$ cat config.mk
export PLATFORM = sky130hd
export DESIGN_NAME = mem_bus_arbiter
export DESIGN_NICKNAME = d
export VERILOG_FILES = /design/src/rtl/mem_bus_arbiter.sv
export SDC_FILE = /design/constraint.sdc
export NUM_CORES = 1
export LEC_CHECK = 0
export ABC_CLOCK_PERIOD_IN_PS = 3600
export BUFFER_PORTS_ARGS = -buffer_cell sky130_fd_sc_hd__buf_2
export CAP_MARGIN = 20
export CORE_ASPECT_RATIO = 0.7
export CORE_MARGIN = 2
export CORE_UTILIZATION = 35
export DETAILED_ROUTE_END_ITERATION = 8
export PLACE_DENSITY = 0.77
export REMOVE_ABC_BUFFERS = 1
export SKIP_CTS_REPAIR_TIMING = 1
export SYNTH_ARGS = -nofsm -noshare
export SYNTH_HDL_FRONTEND = slang
export SYNTH_SLANG_ARGS = --single-unit
$ cat constraint.sdc
create_clock -name clk -period 3.6 [get_ports clk]
set_input_delay 0.18 -clock clk [delete_from_list [all_inputs] [get_ports clk]]
set_output_delay 0.18 -clock clk [all_outputs]
set_load 0.05 [all_outputs]
$ cat src/rtl/mem_bus_arbiter.sv
// Shares one memory port between IFU and LSU; a single request is in flight at a time and its response goes back to its owner.
// Optional perf counters are enabled with `define MEM_BUS_ARBITER_PERF_EN.
module mem_bus_arbiter #(
  parameter int ADDR_W = 32,
  parameter int DATA_W = 32,
  parameter int LSU_FIRST = 1,
  localparam int MASK_W = DATA_W / 8
) (
  input  logic              clk,
  input  logic              reset,
  input  logic              ifu_req_valid,
  output logic              ifu_req_ready,
  input  logic [ADDR_W-1:0] ifu_addr,
  output logic              ifu_resp_valid,
  output logic [DATA_W-1:0] ifu_rdata,
  input  logic              lsu_req_valid,
  output logic              lsu_req_ready,
  input  logic [ADDR_W-1:0] lsu_addr,
  input  logic              lsu_wen,
  input  logic [DATA_W-1:0] lsu_wdata,
  input  logic [MASK_W-1:0] lsu_wmask,
  output logic              lsu_resp_valid,
  output logic [DATA_W-1:0] lsu_rdata,
  output logic              mem_req_valid,
  input  logic              mem_req_ready,
  output logic [ADDR_W-1:0] mem_addr,
  output logic              mem_wen,
  output logic [DATA_W-1:0] mem_wdata,
  output logic [MASK_W-1:0] mem_wmask,
  input  logic              mem_resp_valid,
  input  logic [DATA_W-1:0] mem_rdata,
  output logic              busy
`ifdef MEM_BUS_ARBITER_PERF_EN
  ,
  output logic [31:0]       perf_ifu_grants,
  output logic [31:0]       perf_lsu_grants,
  output logic [31:0]       perf_stall_cycles,
  output logic [0:0]        perf_stray_resp
`endif
);

  localparam logic [1:0] ST_IDLE  = 2'd0;
  localparam logic [1:0] ST_ISSUE = 2'd1;
  localparam logic [1:0] ST_WAIT  = 2'd2;

  localparam logic OWN_IFU = 1'b0;
  localparam logic OWN_LSU = 1'b1;

  logic [1:0]        state;
  logic              owner;
  logic              last_grant;
  logic [ADDR_W-1:0] lat_addr;
  logic              lat_wen;
  logic [DATA_W-1:0] lat_wdata;
  logic [MASK_W-1:0] lat_wmask;

  logic idle;
  logic grant_lsu;
  logic grant_ifu;
  logic ifu_acc;
  logic lsu_acc;
  logic accept;
  logic in_wait;

  // Ready is also held low while reset is asserted, not just after the first edge.
  assign idle = (state == ST_IDLE) && reset;

  always_comb begin
    grant_lsu = 1'b0;
    if (lsu_req_valid) begin
      if (LSU_FIRST != 0) begin
        grant_lsu = 1'b1;
      end else begin
        grant_lsu = !ifu_req_valid || (last_grant == OWN_IFU);
      end
    end
  end

  assign grant_ifu     = ifu_req_valid && !grant_lsu;
  assign ifu_req_ready = idle && grant_ifu;
  assign lsu_req_ready = idle && grant_lsu;
  assign ifu_acc       = ifu_req_valid && ifu_req_ready;
  assign lsu_acc       = lsu_req_valid && lsu_req_ready;
  assign accept        = ifu_acc || lsu_acc;

  always_ff @(posedge clk or negedge reset) begin
    if (!reset) begin
      state <= ST_IDLE;
    end else begin
      case (state)
        ST_IDLE:  if (accept)         state <= ST_ISSUE;
        ST_ISSUE: if (mem_req_ready)  state <= ST_WAIT;
        ST_WAIT:  if (mem_resp_valid) state <= ST_IDLE;
        default:                      state <= ST_IDLE;
      endcase
    end
  end

  always_ff @(posedge clk or negedge reset) begin
    if (!reset) begin
      owner      <= OWN_IFU;
      last_grant <= OWN_IFU;
      lat_addr   <= '0;
      lat_wen    <= 1'b0;
      lat_wdata  <= '0;
      lat_wmask  <= '0;
    end else if (lsu_acc) begin
      owner      <= OWN_LSU;
      last_grant <= OWN_LSU;
      lat_addr   <= lsu_addr;
      lat_wen    <= lsu_wen;
      lat_wdata  <= lsu_wdata;
      lat_wmask  <= lsu_wmask;
    end else if (ifu_acc) begin
      owner      <= OWN_IFU;
      last_grant <= OWN_IFU;
      lat_addr   <= ifu_addr;
      lat_wen    <= 1'b0;
      lat_wdata  <= '0;
      lat_wmask  <= '0;
    end
  end

  assign mem_req_valid = (state == ST_ISSUE);
  assign mem_addr      = lat_addr;
  assign mem_wen       = lat_wen;
  assign mem_wdata     = lat_wdata;
  assign mem_wmask     = lat_wmask;

  // Responses outside WAIT are strays and never reach a requester.
  assign in_wait        = (state == ST_WAIT);
  assign ifu_resp_valid = in_wait && (owner == OWN_IFU) && mem_resp_valid;
  assign lsu_resp_valid = in_wait && (owner == OWN_LSU) && mem_resp_valid;
  assign ifu_rdata      = mem_rdata;
  assign lsu_rdata      = mem_rdata;

  assign busy = (state != ST_IDLE);

`ifdef MEM_BUS_ARBITER_PERF_EN
  logic stall;
  assign stall = (ifu_req_valid && !ifu_req_ready) || (lsu_req_valid && !lsu_req_ready);

  always_ff @(posedge clk or negedge reset) begin
    if (!reset) begin
      perf_ifu_grants   <= '0;
      perf_lsu_grants   <= '0;
      perf_stall_cycles <= '0;
      perf_stray_resp   <= 1'b0;
    end else begin
      if (ifu_acc && (perf_ifu_grants != 32'hFFFF_FFFF)) begin
        perf_ifu_grants <= perf_ifu_grants + 32'd1;
      end
      if (lsu_acc && (perf_lsu_grants != 32'hFFFF_FFFF)) begin
        perf_lsu_grants <= perf_lsu_grants + 32'd1;
      end
      if (stall && (perf_stall_cycles != 32'hFFFF_FFFF)) begin
        perf_stall_cycles <= perf_stall_cycles + 32'd1;
      end
      if (mem_resp_valid && !in_wait) begin
        perf_stray_resp <= 1'b1;
      end
    end
  end
`endif

endmodule

# After elaboration in Yosys (flattened, before gate mapping)
# Cells that the tools add are included.
[classes]
reduce_logical = 16
muxes = 14
eq_ne = 5
bitwise = 1
[op_table]
columns = ["op", "count"]
rows = [
  ["32-bit two-way mux", 4],
  ["1-bit logical AND", 10],
  ["4-bit two-way mux", 2],
  ["2-bit two-way mux", 3],
  ["2-bit case mux with 3 select lines", 1],
  ["1-bit two-way mux", 4],
  ["2-bit != test (second input constant)", 2],
  ["2-bit nonzero test", 2],
  ["3-bit AND reduction", 1],
  ["2-bit by 1-bit equality test with 1-bit output (second input constant)", 1],
  ["2-bit equality test (second input constant)", 1],
  ["2-bit logical NOT", 1],
  ["2-bit by 1-bit != test with 1-bit output (second input constant)", 1],
  ["1-bit logical NOT", 1],
  ["1-bit logical OR", 1],
  ["1-bit NOT", 1],
]
[totals]
word_cells = 42
regBits = 72

# Longest topological paths before layout
[depth]
ltp_word = 8
ltp_mapped = 5
depth_no_buf = 4

# Worst setup path after synthesis
# OpenSTA, ideal clock, no wires.
[synth_timing]
kind = "reg-to-output"
from = "reg state[0]"
to = "out ifu_resp_valid"
n_path_buf = 0
arrival_ns = 1.738
setup_slack_ns = 1.682
stages_incl_launch_ff = 3
path_cell_list = "dfrtp_1 -> nand2b_1 -> nor3b_1"
[synth_between]
elab_chain_cells = 3
[synth_rtl]
columns = ["element", "line_no", "source"]
rows = [
  ["from (decl)", "49", "logic [1:0] state;"],
  ["from (signal assigned)", "88", "state <= ST_IDLE;"],
  ["from (signal assigned)", "91", "ST_IDLE: if (accept) state <= ST_ISSUE;"],
  ["from (signal assigned)", "92", "ST_ISSUE: if (mem_req_ready) state <= ST_WAIT;"],
  ["2-bit equality test", "131", "assign in_wait = (state == ST_WAIT);"],
  ["1-bit logical AND (2 in a row)", "132", "assign ifu_resp_valid = in_wait && (owner == OWN_IFU) && mem_resp_valid;"],
  ["to (decl)", "14", "output logic ifu_resp_valid,"],
]
# No other way between the ends.

# Worst setup path after layout
[layout_timing]
from = "in reset"
to = "out lsu_req_ready"
[layout_between]
elab_chain_cells = 2
[layout_rtl]
columns = ["element", "line_no", "source"]
rows = [
  ["from (decl)", "10", "input logic reset,"],
  ["1-bit logical AND", "66", "assign idle = (state == ST_IDLE) && reset;"],
  ["1-bit logical AND", "81", "assign lsu_req_ready = idle && grant_lsu;"],
  ["to (decl)", "17", "output logic lsu_req_ready,"],
]
# No other way between the ends.

==> results_dict.tcl <==
set metrics [dict create \
    status "completed" \
    cts-htree-levels 3 \
    crit_arrival_ns 2.34 \
    crit_cells 4 \
    gr-total-overflow 0 \
    hold_viol_final 0 \
    synth_top_area_share_pct 48.9 \
    syn_area_um2 3680 \
    slowest_stage "and4bb_4" \
    min_from "lsu_addr[0]" \
    grt_use_total_pct 21.7 \
    synth_seq_cells 72 \
    yosys-top-cells-area "dfrtp_1, buf_4, a22oi_2, a22o_1, a32oi_1" \
    slew_headroom_pct 28.3 \
    cts_sinks 72 \
    powerDensity_nw_per_um2 1160 \
    fp.dieH_um 89.8 \
    rsz0062_at_grt "false" \
    area_growth_pct 21.6 \
    power_mw 5.18 \
    drtPass1Iterations 7 \
    clk_pin_slew_ns 0.06 \
    finalCritPeriodShare_pct 70.1 \
    report.final.slew_viol_count 0 \
    clkLatencyLatePin_ns 0.33 \
    cpLargestDelayFamily "buffers and inverters" \
    drt_iter0_markers 185 \
    crit_path_start_kind "input port" \
    cts_tree "built" \
    grt_pass1_vias 3032 \
    die_area_um2 11400 \
    synth_area_per_cell_um2 11.7 \
    startpoint "reset" \
    crit_fanout 43 \
    ir_worst_vdd_mv 0.615 \
    setup_tns_ns 0 \
    crit_required_ns 3.42 \
    numCtsBuffers 9 \
    ys_top_cells_by_count "dfrtp_1, buf_4, a22o_1" \
    io_buffers 181 \
    synth-edff-count 0 \
    gp_congestion 0.814 \
    row_count 31 \
    max_stage_delay_ns 0.75 \
    viasPerCell 5.45 \
    antenna_left 0 \
    core-area_um2 10300 \
    drive_above_1_share_pct 55.6 \
    ys.flop_type "dfrtp_1" \
    yosysMostFrequentCell "dfrtp_1" \
    cp.buffers_inverters 3 \
    grt_pass1_wl_um 18500 \
    cts_root_buffer "clkbuf_16" \
    worstReg2RegStart "state[1]" \
    wl_per_cell_um 22.5 \
    crit_chain "dlygate4sd3_1 > buf_4 > and4bb_4 > buf_2" \
    cts_buffer_depth 2 \
    grt_max_degree 44 \
    setup_viol 0 \
    cellLeakagePower_nw 2.26 \
    clock_skew_ns 0.00944 \
    worstRegToRegCells 4 \
    wl_um 12600 \
    nNetsFinal 562 \
    drv_cap 0 \
    async_flop_share_pct 100 \
    min_path_cells 3 \
    ys_seq_area_share_pct 48.9 \
    dpl.hpwl_um 9400 \
    max_freq_ghz 0.396 \
    synthCells 314 \
    netlist.top_cell.by_area "dfrtp_1" \
    rrSetupSlack_ns 1.62 \
    critPathCaptureType "output pin" \
    worstMarginPinSlew_ns 1.08 \
    num_antenna_cells 0 \
    yosysUniqueCellTypes 25 \
    die_x_um 127 \
    yosysWarningCount 0 \
    vias 3054 \
    ios 278 \
    start_util_pct 35.8 \
    min-delay-path-class "input port to flip-flop" \
    crit_type "input port to output pin" \
    period_needed_ns 2.52 \
    antenna_found_initial 0 \
    drc 0 \
]
-- cells in the final DEF, fill, tap and decap left out --
cell | Yosys | routed
clkinv_4 | 0 | 1
or2b_1 | 1 | 1
a21o_1 | 1 | 1
clkinv_2 | 0 | 1
dfrtp_1 | 72 | 72
o21ai_2 | 0 | 1
clkbuf_16 | 0 | 9
and4bb_4 | 0 | 1
bufinv_16 | 0 | 1
clkinvlp_4 | 0 | 2
inv_6 | 0 | 1
a22oi_2 | 30 | 30
nor3b_1 | 1 | 1
o21ai_0 | 2 | 2
clkbuf_1 | 9 | 1
inv_1 | 2 | 2
nand2_1 | 34 | 34
or3b_2 | 0 | 1
buf_4 | 64 | 6
nor2b_1 | 1 | 1
nor2_2 | 0 | 1
a22o_1 | 37 | 37
a22oi_1 | 2 | 2
nor3b_2 | 1 | 1
buf_2 | 9 | 180
a32oi_1 | 32 | 32
dlygate4sd3_1 | 0 | 1
and4bb_2 | 2 | 1
and4b_1 | 1 | 1
nand2b_1 | 1 | 1
or2_2 | 1 | 1
nor2_1 | 2 | 1
-- report_power, final --
group	switching [mW]	internal [mW]	total, mW
registers	0.318	1.21	1.53
logic	2.04	0.732	2.77
clock network	0.342	0.539	0.880
-- tightest hold or removal path, delay by kind of cell --
kind | cells | cell delay [ns]
compound gates | 1 | 0.04
buf+inv | 1 | 0.08
simple gates | 1 | 0.06
-- stage by stage --
stage / utilization [%] / std cells / setup slack, ns / hold WS (ns) / area [um2]
finish: 43.6 / 560 / 1.08 / 0.0642 / 4480
global route: 43.6 / 560 / 0.916 / 0.0486 / 4480
CTS: 43.5 / 559 / 1.42 / -0.166 / 4470
detailed placement: 40.6 / 543 / 1.44 / 0.192 / 4170
global placement: 40.6 / 543 / 1.53 / 0.181 / 4170
floorplan: - / 225 / 1.44 / -0.116 / 3050
-- per-layer routing --
| layer | track usage [%] | part of all wire [%] | vias to the layer above |
|---|---|---|---|
| met1 | 28.2 | 43 | 1489 |
| li1 | - | - | 1325 |
| met4 | 8.97 | 3.6 | 2 |
| met5 | 5.88 | 0.50 | - |
| met3 | 14.9 | 14 | 30 |
| met2 | 27.0 | 39 | 208 |
-- registers in the layout, indices dropped and copies added, names as in the netlist --
signal     cells
mem_wdata     32
mem_wen        1
owner          1
mem_wmask      4
state          2
mem_addr      32
-- cells by family (layout without fill, tap and decap cells) --
| logic type | after synthesis | in the layout | share of synthesized area (%) |
|---|---|---|---|
| AOI/OAI and AO/OA | 105 | 105 | 27.6 |
| buffers and inverters | 91 | 205 | 17.3 |
| DFF | 72 | 72 | 48.9 |
| and+or+nand+nor | 46 | 46 | 6.12 |
-- worst paths after layout --
| kind | to |
|---|---|
| worst min-delay path | mem_addr[0] |
| worst min register to register | mem_wdata[15] |
| worst max-delay path | lsu_req_ready |
| max in group asynchronous | mem_addr[24] |
| min in group asynchronous | mem_wdata[0] |
| worst max register to register | mem_addr[23] |
-- area by class of cell --
type                            instances  area, um2
Fill cell                             976       5800
Sequential cell                        72       1800
Multi-Input combinational cell        151       1250
Timing Repair Buffer                  187        956
Clock buffer                           10        229
Tap cell                              132        165
Clock inverter                          6       67.6
Inverter                                2       7.51
Note: power is estimated with default switching activity, not from simulation.
